===== config.mk =====
export PLATFORM = sky130hd
export DESIGN_NAME = exec_muldiv_unit_flat
export DESIGN_NICKNAME = d
export VERILOG_FILES = /design/src/rtl/exec_muldiv_unit_pkg.sv /design/src/rtl/exec_muldiv_unit_if.sv /design/src/rtl/exec_muldiv_unit_step.sv /design/src/rtl/exec_muldiv_unit.sv /design/src/flat_wrapper.sv
export SDC_FILE = /design/constraint.sdc
export NUM_CORES = 1
export LEC_CHECK = 0
export ABC_AREA = 1
export CAP_MARGIN = 10
export CORE_MARGIN = 4
export CORE_UTILIZATION = 45
export CTS_CLUSTER_DIAMETER = 150
export CTS_CLUSTER_SIZE = 30
export DETAILED_ROUTE_END_ITERATION = 8
export PLACE_DENSITY = 0.71
export SLEW_MARGIN = 20
export SYNTH_ARGS = -nofsm -noshare
export SYNTH_HDL_FRONTEND = slang
export SYNTH_SLANG_ARGS = --single-unit

===== constraint.sdc =====
create_clock -name clk -period 6.6 [get_ports clk]
set_input_delay 0.66 -clock clk [delete_from_list [all_inputs] [get_ports clk]]
set_output_delay 0.66 -clock clk [all_outputs]
set_load 0.1 [all_outputs]

===== src/rtl/exec_muldiv_unit_pkg.sv =====
// Shared execution-stage definitions: integer opcodes and the MUL/DIV FSM state type.
package exec_pkg;
    localparam int unsigned OP_W = 4;

    localparam logic [OP_W-1:0] OP_MUL = 4'b0011;
    localparam logic [OP_W-1:0] OP_DIV = 4'b0100;
    localparam logic [OP_W-1:0] OP_MOD = 4'b0101;

    typedef enum logic [1:0] {
        IDLE = 2'd0,
        BUSY = 2'd1,
        DONE = 2'd2
    } muldiv_state_t;
endpackage


===== src/rtl/exec_muldiv_unit_if.sv =====
// Request/response handshake bundle between the issue logic and the MUL/DIV unit.
interface exec_muldiv_unit_if
    import exec_pkg::*;
#(
    parameter int unsigned WIDTH = 32,
    parameter int unsigned TAG_W = 5
);
    logic             in_valid;
    logic             in_ready;
    logic [OP_W-1:0]  in_op;
    logic [WIDTH-1:0] in_a;
    logic [WIDTH-1:0] in_b;
    logic [TAG_W-1:0] in_tag;
    logic             out_valid;
    logic             out_ready;
    logic [WIDTH-1:0] out_result;
    logic [TAG_W-1:0] out_tag;
    logic             out_err;

    modport master (
        output in_valid, in_op, in_a, in_b, in_tag, out_ready,
        input  in_ready, out_valid, out_result, out_tag, out_err
    );

    modport slave (
        input  in_valid, in_op, in_a, in_b, in_tag, out_ready,
        output in_ready, out_valid, out_result, out_tag, out_err
    );
endinterface


===== src/rtl/exec_muldiv_unit_step.sv =====
// One iteration of shift-add multiply or restoring divide on the (acc, shreg) pair.
module muldiv_step #(
    parameter int unsigned WIDTH = 32
) (
    input  logic [WIDTH:0]   i_acc,
    input  logic [WIDTH-1:0] i_shreg,
    input  logic [WIDTH-1:0] i_b,
    input  logic             i_is_div,
    output logic [WIDTH:0]   o_acc_c,
    output logic [WIDTH-1:0] o_shreg_c
);
    logic [WIDTH:0] w_sum;
    logic [WIDTH:0] w_rem_sh;

    always_comb begin
        o_acc_c   = i_acc;
        o_shreg_c = i_shreg;
        w_sum     = '0;
        w_rem_sh  = '0;
        if (i_is_div) begin
            // Remainder shifts left taking the next dividend bit; quotient bit enters shreg LSB.
            w_rem_sh = {i_acc[WIDTH-1:0], i_shreg[WIDTH-1]};
            if (w_rem_sh >= {1'b0, i_b}) begin
                o_acc_c   = w_rem_sh - {1'b0, i_b};
                o_shreg_c = {i_shreg[WIDTH-2:0], 1'b1};
            end else begin
                o_acc_c   = w_rem_sh;
                o_shreg_c = {i_shreg[WIDTH-2:0], 1'b0};
            end
        end else begin
            // Product high half accumulates in acc; low half shifts into shreg from the top.
            w_sum     = i_shreg[0] ? (i_acc + {1'b0, i_b}) : i_acc;
            o_acc_c   = {1'b0, w_sum[WIDTH:1]};
            o_shreg_c = {w_sum[0], i_shreg[WIDTH-1:1]};
        end
    end
endmodule


===== src/rtl/exec_muldiv_unit.sv =====
// Iterative MUL/DIV/MOD unit, one result bit per cycle, fixed WIDTH+1 cycle latency.
// Define EXEC_MULDIV_SIGNED_EN for two's-complement operands.
module exec_muldiv_unit
    import exec_pkg::*;
#(
    parameter int unsigned WIDTH = 32,
    parameter int unsigned TAG_W = 5
) (
    input  logic             clk,
    input  logic             rst,
    exec_muldiv_unit_if.slave bus
);
    localparam int unsigned CNT_W = $clog2(WIDTH) + 1;

    muldiv_state_t    r_state, w_state_nxt;
    logic [CNT_W-1:0] r_cnt;
    logic [OP_W-1:0]  r_op;
    logic [WIDTH:0]   r_acc;
    logic [WIDTH-1:0] r_shreg;
    logic [WIDTH-1:0] r_b;
    logic [TAG_W-1:0] r_tag;
    logic             r_dz;
    logic             r_ill;
    logic             r_out_valid;
    logic [WIDTH-1:0] r_out_result;
    logic [TAG_W-1:0] r_out_tag;
    logic             r_out_err;
`ifdef EXEC_MULDIV_SIGNED_EN
    logic             r_neg_q;
    logic             r_neg_r;
`endif

    logic             w_accept;
    logic             w_last;
    logic             w_is_div;
    logic [WIDTH-1:0] w_a_mag;
    logic [WIDTH-1:0] w_b_mag;
    logic [WIDTH:0]   w_acc_nxt;
    logic [WIDTH-1:0] w_shreg_nxt;
    logic [WIDTH-1:0] w_q;
    logic [WIDTH-1:0] w_r;
    logic [WIDTH-1:0] w_res;

    assign w_accept = (r_state == IDLE) && bus.in_valid;
    assign w_last   = (r_state == BUSY) && (r_cnt == CNT_W'(1));
    assign w_is_div = (r_op == OP_DIV) || (r_op == OP_MOD);

    assign bus.in_ready   = (r_state == IDLE);
    assign bus.out_valid  = r_out_valid;
    assign bus.out_result = r_out_result;
    assign bus.out_tag    = r_out_tag;
    assign bus.out_err    = r_out_err;

    always_ff @(posedge clk) begin
        if (rst) r_state <= IDLE;
        else     r_state <= w_state_nxt;
    end

    always_comb begin
        w_state_nxt = r_state;
        case (r_state)
            IDLE:    if (bus.in_valid)    w_state_nxt = BUSY;
            BUSY:    if (w_last)          w_state_nxt = DONE;
            DONE:    if (bus.out_ready)   w_state_nxt = IDLE;
            default:                      w_state_nxt = IDLE;
        endcase
    end

    // Operand magnitudes captured at accept; sign is restored on the final edge.
    always_comb begin
        w_a_mag = bus.in_a;
        w_b_mag = bus.in_b;
`ifdef EXEC_MULDIV_SIGNED_EN
        if (bus.in_a[WIDTH-1]) w_a_mag = -bus.in_a;
        if (bus.in_b[WIDTH-1]) w_b_mag = -bus.in_b;
`endif
    end

    muldiv_step #(.WIDTH(WIDTH)) u_step (
        .i_acc     (r_acc),
        .i_shreg   (r_shreg),
        .i_b       (r_b),
        .i_is_div  (w_is_div),
        .o_acc_c   (w_acc_nxt),
        .o_shreg_c (w_shreg_nxt)
    );

    // Final result selection; divide-by-zero MOD naturally yields the dividend.
    always_comb begin
        w_q = w_shreg_nxt;
        w_r = w_acc_nxt[WIDTH-1:0];
`ifdef EXEC_MULDIV_SIGNED_EN
        if (r_neg_q) w_q = -w_shreg_nxt;
        if (r_neg_r) w_r = -w_acc_nxt[WIDTH-1:0];
`endif
        case (r_op)
            OP_MUL:  w_res = w_q;
            OP_DIV:  w_res = r_dz ? '1 : w_q;
            OP_MOD:  w_res = w_r;
            default: w_res = '0;
        endcase
    end

    always_ff @(posedge clk) begin
        if (rst) begin
            r_cnt        <= '0;
            r_op         <= '0;
            r_acc        <= '0;
            r_shreg      <= '0;
            r_b          <= '0;
            r_tag        <= '0;
            r_dz         <= 1'b0;
            r_ill        <= 1'b0;
            r_out_valid  <= 1'b0;
            r_out_result <= '0;
            r_out_tag    <= '0;
            r_out_err    <= 1'b0;
`ifdef EXEC_MULDIV_SIGNED_EN
            r_neg_q      <= 1'b0;
            r_neg_r      <= 1'b0;
`endif
        end else begin
            if (w_accept) begin
                r_cnt   <= CNT_W'(WIDTH);
                r_op    <= bus.in_op;
                r_acc   <= '0;
                r_shreg <= w_a_mag;
                r_b     <= w_b_mag;
                r_tag   <= bus.in_tag;
                r_dz    <= ((bus.in_op == OP_DIV) || (bus.in_op == OP_MOD)) && (bus.in_b == '0);
                r_ill   <= !((bus.in_op == OP_MUL) || (bus.in_op == OP_DIV) || (bus.in_op == OP_MOD));
`ifdef EXEC_MULDIV_SIGNED_EN
                r_neg_q <= bus.in_a[WIDTH-1] ^ bus.in_b[WIDTH-1];
                r_neg_r <= bus.in_a[WIDTH-1];
`endif
            end else if (r_state == BUSY) begin
                r_cnt   <= r_cnt - CNT_W'(1);
                r_acc   <= w_acc_nxt;
                r_shreg <= w_shreg_nxt;
                if (w_last) begin
                    r_out_result <= w_res;
                    r_out_tag    <= r_tag;
                    r_out_err    <= r_dz | r_ill;
                end
            end
            r_out_valid <= (w_state_nxt == DONE);
        end
    end
endmodule


===== src/flat_wrapper.sv =====
// flat-port wrapper written by rule: the top's interface ports become plain ports
module exec_muldiv_unit_flat import exec_pkg::*;
#(
    parameter int unsigned WIDTH = 32,
    parameter int unsigned TAG_W = 5
)
  (clk, rst, bus_in_valid, bus_in_op, bus_in_a, bus_in_b, bus_in_tag, bus_out_ready, bus_in_ready, bus_out_valid, bus_out_result, bus_out_tag, bus_out_err);
  exec_muldiv_unit_if #(.WIDTH(WIDTH), .TAG_W(TAG_W)) bus_i ();
  input  logic clk;
  input  logic rst;
  input wire logic [$bits(bus_i.in_valid)-1:0] bus_in_valid;
  input wire logic [$bits(bus_i.in_op)-1:0] bus_in_op;
  input wire logic [$bits(bus_i.in_a)-1:0] bus_in_a;
  input wire logic [$bits(bus_i.in_b)-1:0] bus_in_b;
  input wire logic [$bits(bus_i.in_tag)-1:0] bus_in_tag;
  input wire logic [$bits(bus_i.out_ready)-1:0] bus_out_ready;
  output wire logic [$bits(bus_i.in_ready)-1:0] bus_in_ready;
  output wire logic [$bits(bus_i.out_valid)-1:0] bus_out_valid;
  output wire logic [$bits(bus_i.out_result)-1:0] bus_out_result;
  output wire logic [$bits(bus_i.out_tag)-1:0] bus_out_tag;
  output wire logic [$bits(bus_i.out_err)-1:0] bus_out_err;
  assign bus_i.in_valid = bus_in_valid;
  assign bus_i.in_op = bus_in_op;
  assign bus_i.in_a = bus_in_a;
  assign bus_i.in_b = bus_in_b;
  assign bus_i.in_tag = bus_in_tag;
  assign bus_i.out_ready = bus_out_ready;
  assign bus_in_ready = bus_i.in_ready;
  assign bus_out_valid = bus_i.out_valid;
  assign bus_out_result = bus_i.out_result;
  assign bus_out_tag = bus_i.out_tag;
  assign bus_out_err = bus_i.out_err;
  exec_muldiv_unit #(.WIDTH(WIDTH), .TAG_W(TAG_W)) u_core (.clk(clk), .rst(rst), .bus(bus_i));
endmodule

==> impl_metrics.yaml, run 1 <==
cells_and_area:
  fillers: 2798
  sequential_cell_area_mm2: 0.003103
  antennaDiodeCount: 0
  finalCoreUtilization: 0.5337
  final_net_count: 2398
  syn_to_final_growth_pct: 15.74
  layout-drive-gt1-share: 0.04281
  multi_input_area_mm2: 0.007820
routing:
  drt_first_iter_violations: 1418
  ant_nets: 0
  vias: 14085
  via_per_inst: 5.339
  wirelength_mm: 44.67
  firstDrtPassIters: 6
  wl_per_cell_um: 16.93
  drc: 0
worst_hold_path:
  hold_path_depth: 2
  hold_path.class: "flop to flop"
  hold_path_startpoint: "u_core.r_tag[2]"
  hold-path-endpoint: "u_core.r_tag[2]"
floorplan:
  fp.coreArea_mm2: 0.02710
  ios: 117
  die_w_um: 174.6
  chip_height_um: 174.6
  design.die.area_mm2: 0.03050
  floorplan.initialDensity: 0.4611
  std_cell_rows: 60
status:
  status: "completed"
power:
  clock_group_share_of_total_power: 0.313
  fin_total_pwr_mw: 3.064
  pwr_density_cell_mw_per_mm2: 211.8
  pwr-share-comb: 0.346
  p_switching_mw: 1.232
  ir_drop_v: 0.0001905
  static-leakage-power_nw: 7.171
  p_seq_frac: 0.341
  netSwitchingFraction: 0.4022
  intPower_mw: 1.831
setup_path:
  timing.critical_path.slowest_stage_cell: "sky130_fd_sc_hd__nor2_1"
  r2r-end: "u_core.bus.out_result[24]"
  timing.critical_path.required_ps: 6990
  worst-r2r-cell-count: 9
  setup.worst_path.end_class: "flop"
  critPathMaxFanout: 77
  critical_path.startpoint_type: "input port"
  arrival_worst_endpoint_ps: 3700
  timing_worst_setup_path_type: "input port to flop"
  crit_chain: "clkdlybuf4s50_1 > nand2_2 > buf_4 > inv_1 > nor2_1 > inv_2 > a21oi_1 > o21ai_0 > inv_1"
  timing.critical_path.mode_cell: "sky130_fd_sc_hd__inv_1"
  cpPeakStageDelay_ps: 870
  worstPathBufferInverterCount: 5
  worst-r2r-setup-slack_ps: 3360
  critical-path-top-delay-family: "buffers and inverters"
  worstReg2RegStart: "u_core.r_state[0]"
sta:
  worst-slew-pin-transition_ps: 1114
  max_freq_mhz: 302.2
  timing_max_transition_violations_final: 0
  period_share: 0.5014
  relSlewSlack: 0.2546
  setup_violations: 0
  finalWorstPathRequiredPeriod_ps: 3309
  grt_setup_unrepaired: "false"
  worst_skew_ps: 12.47
  finalSetupTns_ps: 0
  hold_ws_ps: 454.7
  timing.final.hold_violations: 0
clock_network:
  ctsRootBufferMaster: "sky130_fd_sc_hd__clkbuf_16"
  clock_insertion_delay_worst_skew_ps: 440
  cts_buffers: 17
  cts_resized: 0
  cts.hold.buffers_added: 0
  cts_setup_buffers: 0
  htreeDepth: 4
  clock-sinks: 155
  clock_tree.buffer_depth: 2
  clk_pin_slew_worst_paths_ps: 70
  tritoncts: "done"
place:
  dp_hpwl_mm: 34.88
  place_congestion: 0.9558
  total_of_buffers_placed_on_input_and_output_ports: 116
run:
  max-cap-violations: 0
synthesis:
  syn-cell-area_mm2: 0.01250
  synth-edff-count: 0
  synth_cell_type_count: 47
  ys_ff_latch: 155
  syn_avg_cell_area_um2: 5.717
  ys_dominant_reg_cell: "sky130_fd_sc_hd__dfxtp_1"
  synth_fp_nets: 2331
  synth_warnings: 0
  post_synth_inst_count: 2186
  ys_async_sr_fraction: 0
  seq_area_frac_synth: 0.2483
global_routing:
  global_route.usage.total: 0.2865
  grt_max_degree: 78
  grt_remaining_overflow: 0
  grt_pass1_wl_mm: 70.24
  first_global_vias: 13064
  grt_antenna_before_repair: 1
==> cell usage after synthesis, types with 13 or more instances <==
master	instances	area, µm²
sky130_fd_sc_hd__nor2_1	114	427.9
sky130_fd_sc_hd__ha_1	66	825.8
sky130_fd_sc_hd__inv_1	325	1220
sky130_fd_sc_hd__o21ai_0	111	555.5
sky130_fd_sc_hd__nor3_1	14	70.07
sky130_fd_sc_hd__nor4_1	13	81.33
sky130_fd_sc_hd__nand4_1	18	112.6
sky130_fd_sc_hd__clkbuf_1	64	240.2
sky130_fd_sc_hd__a31oi_1	33	206.5
sky130_fd_sc_hd__nand2_1	847	3179
sky130_fd_sc_hd__dfxtp_1	155	3103
sky130_fd_sc_hd__xor2_1	21	183.9
sky130_fd_sc_hd__nand3_1	118	590.6
sky130_fd_sc_hd__a21oi_1	169	845.8
==> power groups by stage <==
stage / sequential [mW] / combinational (mW) / clock, mW
finish: 1.05 / 1.06 / 0.959
global route: 1.05 / 1.18 / 1.01
CTS: 1.04 / 1.04 / 0.968
detailed placement: 1.06 / 1.04 / 0
global placement: 1.06 / 1.03 / 0
floorplan: 1.05 / 0.725 / 0
==> metrics by stage <==
stage | setup WS [ps] | instances | instance area (µm²)
2_1_floorplan | 3614 | 2186 | 12500
3_3_place_gp | 2705 | 2606 | 13910
3_5_place_dp | 2531 | 2606 | 13910
4_1_cts | 2993 | 2638 | 14460
5_1_grt | 3034 | 2638 | 14460
6_report | 3291 | 2638 | 14460
==> registers in the layout, indices dropped and copies added, names as in the netlist <==
register	count
u_core.r_acc	33
u_core.bus.out_result	32
u_core.r_b	32
u_core.r_shreg	32
u_core.r_cnt	6
u_core.bus.out_tag	5
u_core.r_tag	5
u_core.r_op	4
u_core.r_state	2
u_core.bus.out_err	1
u_core.bus.out_valid	1
u_core.r_dz	1
u_core.r_ill	1
==> how the worst max path moves through the flow <==
| stage | to | start | cells after the start | slack, ps |
|---|---|---|---|---|
| 2_1_floorplan | u_core.r_op[1] | u_core.r_state[1] | 8 | 3610 |
| 3_3_place_gp | u_core.r_acc[28] | bus_in_valid | 9 | 2710 |
| 3_5_place_dp | u_core.r_acc[28] | bus_in_valid | 9 | 2530 |
| 4_1_cts | u_core.r_acc[28] | bus_in_valid | 9 | 2990 |
| 5_1_grt | u_core.r_acc[31] | bus_in_valid | 9 | 3030 |
| 6_report | u_core.r_acc[28] | bus_in_valid | 9 | 3290 |
==> cells in the final DEF (no fill, tap or decap), types with 7 or more instances in the layout <==
cell type / synthesis / layout
sky130_fd_sc_hd__a211oi_1: 12 / 12
sky130_fd_sc_hd__a21oi_1: 169 / 169
sky130_fd_sc_hd__a31oi_1: 33 / 33
sky130_fd_sc_hd__buf_4: 2 / 13
sky130_fd_sc_hd__clkbuf_16: 0 / 17
sky130_fd_sc_hd__clkdlybuf4s50_1: 0 / 115
sky130_fd_sc_hd__dfxtp_1: 155 / 155
sky130_fd_sc_hd__ha_1: 66 / 66
sky130_fd_sc_hd__inv_1: 325 / 324
sky130_fd_sc_hd__inv_2: 9 / 10
sky130_fd_sc_hd__nand2_1: 847 / 846
sky130_fd_sc_hd__nand2_2: 7 / 8
sky130_fd_sc_hd__nand3_1: 118 / 118
sky130_fd_sc_hd__nand3b_1: 7 / 7
sky130_fd_sc_hd__nand4_1: 18 / 18
sky130_fd_sc_hd__nor2_1: 114 / 111
sky130_fd_sc_hd__nor2_2: 7 / 9
sky130_fd_sc_hd__nor3_1: 14 / 14
sky130_fd_sc_hd__nor4_1: 13 / 12
sky130_fd_sc_hd__o211ai_1: 7 / 7
sky130_fd_sc_hd__o21ai_0: 111 / 111
sky130_fd_sc_hd__o21ai_2: 7 / 7
sky130_fd_sc_hd__xor2_1: 21 / 21
==> metal layers <==
metal  global-route usage  vias to the layer above  part of all wire
met4              0.09787                        2             0.031
met3              0.05560                       88             0.079
met1               0.3920                     6379              0.45
met2               0.4536                      560              0.44
met5                    0                        -           0.00029
li1                     -                     7056                 -
==> area by class of cell <==
cell class / instances / area share
Timing Repair Buffer: 129 / 0.08668
Tap cell: 372 / 0.03218
Clock buffer: 20 / 0.03088
Multi-Input combinational cell: 1613 / 0.5407
Sequential cell: 155 / 0.2145
Clock inverter: 12 / 0.007439
Inverter: 337 / 0.08763
==> tightest hold or removal path: cells and delay by family (launching register included) <==
kind,cells,cell delay (ps)
compound gates,1,50
flops,1,300
buf+inv,1,60
==> kinds of logic after synthesis <==
logic type      after synthesis  share of synthesized area
buf+inv                     418                     0.1282
fa+ha+maj                    68                    0.06928
flops                       155                     0.2483
compound gates              356                     0.1561
xor+xnor                     22                    0.01542
simple gates               1167                     0.3828
Note: power is estimated with default switching activity, not from simulation.
==> run 2, diff against run 1 <==
PLACE_DENSITY = 0.74   (was 0.71)
clock period = 2.8 ns   (was 6.6 ns; I/O delays follow)
==> impl_metrics.yaml, run 2 (synthesized netlist as in run 1, its figures left out) <==
setup_path:
  crit_path_start: "u_core.r_b[9]"
  worstReg2RegStart: "u_core.r_b[9]"
  critical-path-top-delay-family: "simple AND/OR/NAND/NOR gates"
  timing.critical_path.required_ps: 3170
  worstPathBufferInverterCount: 2
  arrival_worst_endpoint_ps: 3070
  worst-r2r-cell-count: 15
  crit_chain: "inv_1 > ha_1 > nand2_1 > nor2_1 > nand4_1 > nor2_4 > nor2_4 > a21oi_4 > buf_12 > nand2_1 > o21ai_4 > nand2_1 > nand2_1 > nand2_1 > a21oi_2"
  timing.critical_path.slowest_stage_cell: "sky130_fd_sc_hd__dfxtp_1"
  critPathMaxFanout: 20
  setup.worst_path.end_class: "flop"
  cpPeakStageDelay_ps: 370
  timing.critical_path.mode_cell: "sky130_fd_sc_hd__nand2_1"
  critical_path.startpoint_type: "flop"
  timing_worst_setup_path_type: "flop to flop"
  cp.depth: 15
sta:
  max_freq_mhz: 370.5
  timing.final.hold_violations: 0
  hold_ws_ps: 234.0
  timing_max_transition_violations_final: 0
  worst-slew-pin-transition_ps: 796.0
  relSlewSlack: 0.4693
  grt_setup_unrepaired: "true"
  worst_skew_ps: 23.00
  final.setup.worst_slack_ps: 101.1
  period_share: 0.9639
  finalWorstPathRequiredPeriod_ps: 2699
  finalSetupTns_ps: 0
  setup_violations: 0
cells_and_area:
  syn_to_final_growth_pct: 23.32
  largest_reg_flops: 33
  layout.cells.most_common: "sky130_fd_sc_hd__nand2_1"
  top_register: "u_core.r_acc"
  finalCoreUtilization: 0.5687
  final_cell_mix: "836 x sky130_fd_sc_hd__nand2_1, 324 x sky130_fd_sc_hd__inv_1, 162 x sky130_fd_sc_hd__a21oi_1"
  antennaDiodeCount: 0
  layout-drive-gt1-share: 0.1161
  final_net_count: 2457
place:
  placement.setup.worst_slack_ps: -183.9
  place_congestion: 1.050
  total_of_buffers_placed_on_input_and_output_ports: 116
  dp_hpwl_mm: 38.20
clock_network:
  clk_pin_slew_worst_paths_ps: 80
  ctsRootBufferMaster: "sky130_fd_sc_hd__clkbuf_16"
  clock_tree.buffer_depth: 2
  htreeDepth: 4
  cts_buffers: 17
  tritoncts: "done"
  clock-sinks: 155
  clock_insertion_delay_worst_skew_ps: 450
routing:
  vias: 14535
  drc: 0
  ant_nets: 0
  via_per_inst: 5.389
  wl_per_cell_um: 18.03
  firstDrtPassIters: 6
  wirelength_mm: 48.63
  drt_first_iter_violations: 1254
global_routing:
  met2_usage: 0.4995
  global_route.usage.total: 0.3040
  grt_max_degree: 77
  grt_antenna_before_repair: 0
  grt_remaining_overflow: 0
  first_global_vias: 13341
  busiest_layer: "met2"
  grt_pass1_wl_mm: 73.34
  grtUsageMet1: 0.4024
  grt_use_met3: 0.05604
floorplan:
  floorplan.initialDensity: 0.4611
  std_cell_rows: 60
  chip_height_um: 174.6
  fp.coreArea_mm2: 0.02710
  die_w_um: 174.6
  design.die.area_mm2: 0.03050
  ios: 117
power:
  static-leakage-power_nw: 7.651
  pwr_density_cell_mw_per_mm2: 509.9
  ir_drop_v: 0.0004122
worst_hold_path:
  hold_path.class: "input port to flop"
  hold_path_depth: 2
  hold_path_startpoint: "rst"
run:
  max-cap-violations: 0
status:
  status: "completed"
[run 2: layout make-up]
type | count | area [µm²]
clock inverters | 15 | 206.4
repair buffers | 188 | 1682
well taps | 372 | 465.4
clock buffers | 17 | 425.4
inverters | 337 | 1270
flip-flops and latches | 155 | 3113
multi-input cells | 1613 | 8249
fillers | 2757 | 11690
[run 2: worst paths after layout]
kind | slack, ps | end
worst min register to register | 450 | u_core.bus.out_tag[0]
worst max register to register | 100 | u_core.bus.out_result[10]
worst min-delay path | 230 | u_core.r_state[0]
worst max-delay path | 100 | u_core.bus.out_result[10]
[run 2: worst register-to-register path, delay by kind of cell (launching register included)]
family          cells  cell delay, ps
compound gates      3             440
buf+inv             2             300
simple gates        9            1170
fa+ha+maj           1             360
flops               1             370
[run 2: where the power goes]
group | switching [mW] | internal, mW | leakage, nW
clock | 1.29 | 1.24 | 0.304
sequential | 0.122 | 2.34 | 1.27
combinational | 1.87 | 1.00 | 6.08
[run 2: repair_timing]
| action | in CTS | in global routing |
|---|---|---|
| endpoints found under the setup margin | 9 | 58 |
| pin swaps | 0 | 4 |
| cloned | 0 | 2 |
| hold buffers | 0 | 0 |
| resized for setup | 6 | 83 |
| setup buffers | 0 | 1 |
[run 2: per-layer routing]
metal,share of wire,vias to the layer above
met5,0,-
met4,0.039,0
met3,0.080,105
met2,0.45,609
met1,0.43,6648
li1,-,7173
[run 2: metrics by stage]
| step | power, mW | cells | area (µm²) |
|---|---|---|---|
| global route | 8.233 | 2697 | 15410 |
| finish | 7.858 | 2697 | 15410 |
| floorplan | 4.186 | 2186 | 12500 |
| CTS | 7.678 | 2694 | 14940 |
| detailed placement | 5.161 | 2662 | 14280 |
| global placement | 5.164 | 2662 | 14280 |
==> run 3, diff against run 2 <==
CELL_PAD_IN_SITES_DETAIL_PLACEMENT = 1   (was not set)
CELL_PAD_IN_SITES_GLOBAL_PLACEMENT = 2   (was not set)
CORE_UTILIZATION = 28   (was 45)
CTS_BUF_LIST = sky130_fd_sc_hd__clkbuf_4   (was not set)
PLACE_DENSITY = 0.85   (was 0.74)
TNS_END_PERCENT = 50   (was not set)
==> impl_metrics.yaml, run 3 (synthesized netlist as in run 1, its figures left out) <==
setup_path:
  timing.critical_path.mode_cell: "sky130_fd_sc_hd__nand2_2"
  arrival_worst_endpoint_ps: 3320
  critPathMaxFanout: 5
  cpPeakStageDelay_ps: 350
  critical_path.startpoint_type: "flop"
  setup.worst_path.end_class: "flop"
  timing.critical_path.slowest_stage_cell: "sky130_fd_sc_hd__dfxtp_2"
  timing_worst_setup_path_type: "flop to flop"
  crit_chain: "buf_4 > ha_4 > nand2_2 > nor3_2 > nand4_1 > nor2_4 > nor2_4 > buf_4 > a21oi_4 > buf_6 > nand2_1 > nand3_4 > nand2_2 > nand2_2 > nand2_1 > a21oi_1"
  timing.critical_path.required_ps: 3400
floorplan:
  std_cell_rows: 77
  chip_height_um: 219.3
  design.die.area_mm2: 0.04808
  fp.coreArea_mm2: 0.04412
  die_w_um: 219.3
  floorplan.initialDensity: 0.2832
  ios: 117
global_routing:
  grtUsageMet1: 0.3071
  grt_remaining_overflow: 0
  grt_pass1_wl_mm: 89.35
  grt_max_degree: 77
  grt_use_met3: 0.02783
  first_global_vias: 15719
  met2_usage: 0.4083
  busiest_layer: "met2"
  global_route.usage.total: 0.2404
  grt_antenna_before_repair: 2
sta:
  worst_skew_ps: 35.10
  setup_violations: 0
  period_share: 0.9711
  timing_max_transition_violations_final: 0
  worst-slew-pin-transition_ps: 812.7
  timing.final.hold_violations: 0
  finalWorstPathRequiredPeriod_ps: 2719
  max_freq_mhz: 367.8
  finalSetupTns_ps: 0
  grt_setup_unrepaired: "true"
  relSlewSlack: 0.4576
clock_network:
  tritoncts: "done"
  clock-sinks: 155
  cts_buffers: 17
  clock_tree.buffer_depth: 2
  clock_insertion_delay_worst_skew_ps: 680
  clk_pin_slew_worst_paths_ps: 160
  ctsRootBufferMaster: "sky130_fd_sc_hd__clkbuf_4"
  htreeDepth: 4
cells_and_area:
  finalCoreUtilization: 0.3848
  final_cell_mix: "790 x sky130_fd_sc_hd__nand2_1, 318 x sky130_fd_sc_hd__inv_1, 239 x sky130_fd_sc_hd__buf_4"
  layout-drive-gt1-share: 0.2178
  largest_reg_flops: 33
  top_register: "u_core.r_acc"
  syn_to_final_growth_pct: 35.88
  layout.cells.most_common: "sky130_fd_sc_hd__nand2_1"
  final_net_count: 2598
  instances_no_fill: 3059
routing:
  vias: 15246
  ant_nets: 0
  wl_per_cell_um: 19.40
  firstDrtPassIters: 5
  drc: 0
  wirelength_mm: 59.35
  via_per_inst: 4.984
  drt_first_iter_violations: 976
power:
  static-leakage-power_nw: 8.323
  clock_group_share_of_total_power: 0.208
  netSwitchingFraction: 0.4306
  p_seq_frac: 0.328
  pwr-share-comb: 0.464
  ir_drop_v: 0.0002884
  pwr_density_cell_mw_per_mm2: 449.3
  p_switching_mw: 3.286
  intPower_mw: 4.344
worst_hold_path:
  hold_path.class: "input port to flop"
place:
  place_congestion: 0.9815
  dp_hpwl_mm: 47.12
  total_of_buffers_placed_on_input_and_output_ports: 116
  placedCellCount: 3004
run:
  max-cap-violations: 0
status:
  status: "completed"
-- run 3: cell types whose count changed in the layout (fill, tap and decap cells not counted), moves of 19 or more --
| cell | previous run | this run |
|---|---|---|
| sky130_fd_sc_hd__dfxtp_1 | 147 | 106 |
| sky130_fd_sc_hd__dfxtp_2 | 8 | 47 |
| sky130_fd_sc_hd__buf_4 | 106 | 239 |
| sky130_fd_sc_hd__nand2_2 | 16 | 59 |
| sky130_fd_sc_hd__clkbuf_16 | 19 | 0 |
| sky130_fd_sc_hd__nand2_1 | 836 | 790 |
-- run 3: cell type report --
class / count / area (µm²)
tap: 592 / 740.7
inverter: 337 / 1267
clock buffer: 18 / 135.1
antenna: 1 / 2.502
sequential: 155 / 3169
fill: 5941 / 27140
multi-input combinational: 1613 / 8738
timing repair buffer: 329 / 2768
clock inverter: 14 / 160.2
-- run 3: power by group through the flow --
stage                     combinational (mW)  clock (mW)  sequential (mW)
after floorplan                         1.71           0             2.48
after global placement                  3.07           0             2.52
after detailed placement                3.13           0             2.52
after CTS                               3.22        1.63             2.48
after global routing                    3.87        1.70             2.51
final                                   3.54        1.59             2.50
-- run 3: what timing repair did --
action / CTS / global route
endpoints found under the setup margin: 42 / 58
pin swaps: 4 / 29
cloned: 0 / 2
hold endpoints to repair: 2 / 0
hold buffers: 1 / 0
resized for setup: 56 / 192
setup buffers: 2 / 17
-- run 3: critical path, delay by kind of cell, from the launching register on --
kind / cells / cell delay [ps]
AO/OA/AOI/OAI: 2 / 410
adder cells (fa/ha/maj): 1 / 280
buffers and inverters: 3 / 490
flip-flops: 1 / 350
AND/OR/NAND/NOR: 10 / 1100
-- run 3: through the flow --
stage	total power [mW]	worst slack (ps)	hold slack (ps)	cell area, µm²
detailed placement	5.646	-221.3	452.1	15510
finish	7.630	80.87	177.0	16980
global route	8.090	-40.39	152.4	16980
floorplan	4.186	357.6	423.0	12500
global placement	5.588	-156.5	437.3	15510
CTS	7.331	-6.980	111.2	16040
-- run 3: layer usage --
layer  wire [µm]  part of all wire  vias up
li1            -                 -     7446
met1       26100              0.44     7319
met2       27970              0.47      382
met3        2505             0.042       99
met4        2777             0.047        0
met5           0                 0        -
-- run 3: path summary, 6_finish.rpt --
kind | startpoint | end | slack (ps) | depth (start not counted)
setup / recovery | u_core.r_acc[0] | u_core.bus.out_result[28] | 80 | 16
hold reg to reg | u_core.r_tag[1] | u_core.bus.out_tag[1] | 470 | 2
setup reg to reg | u_core.r_acc[0] | u_core.bus.out_result[28] | 80 | 16
hold / removal | bus_in_a[20] | u_core.r_shreg[20] | 180 | 3
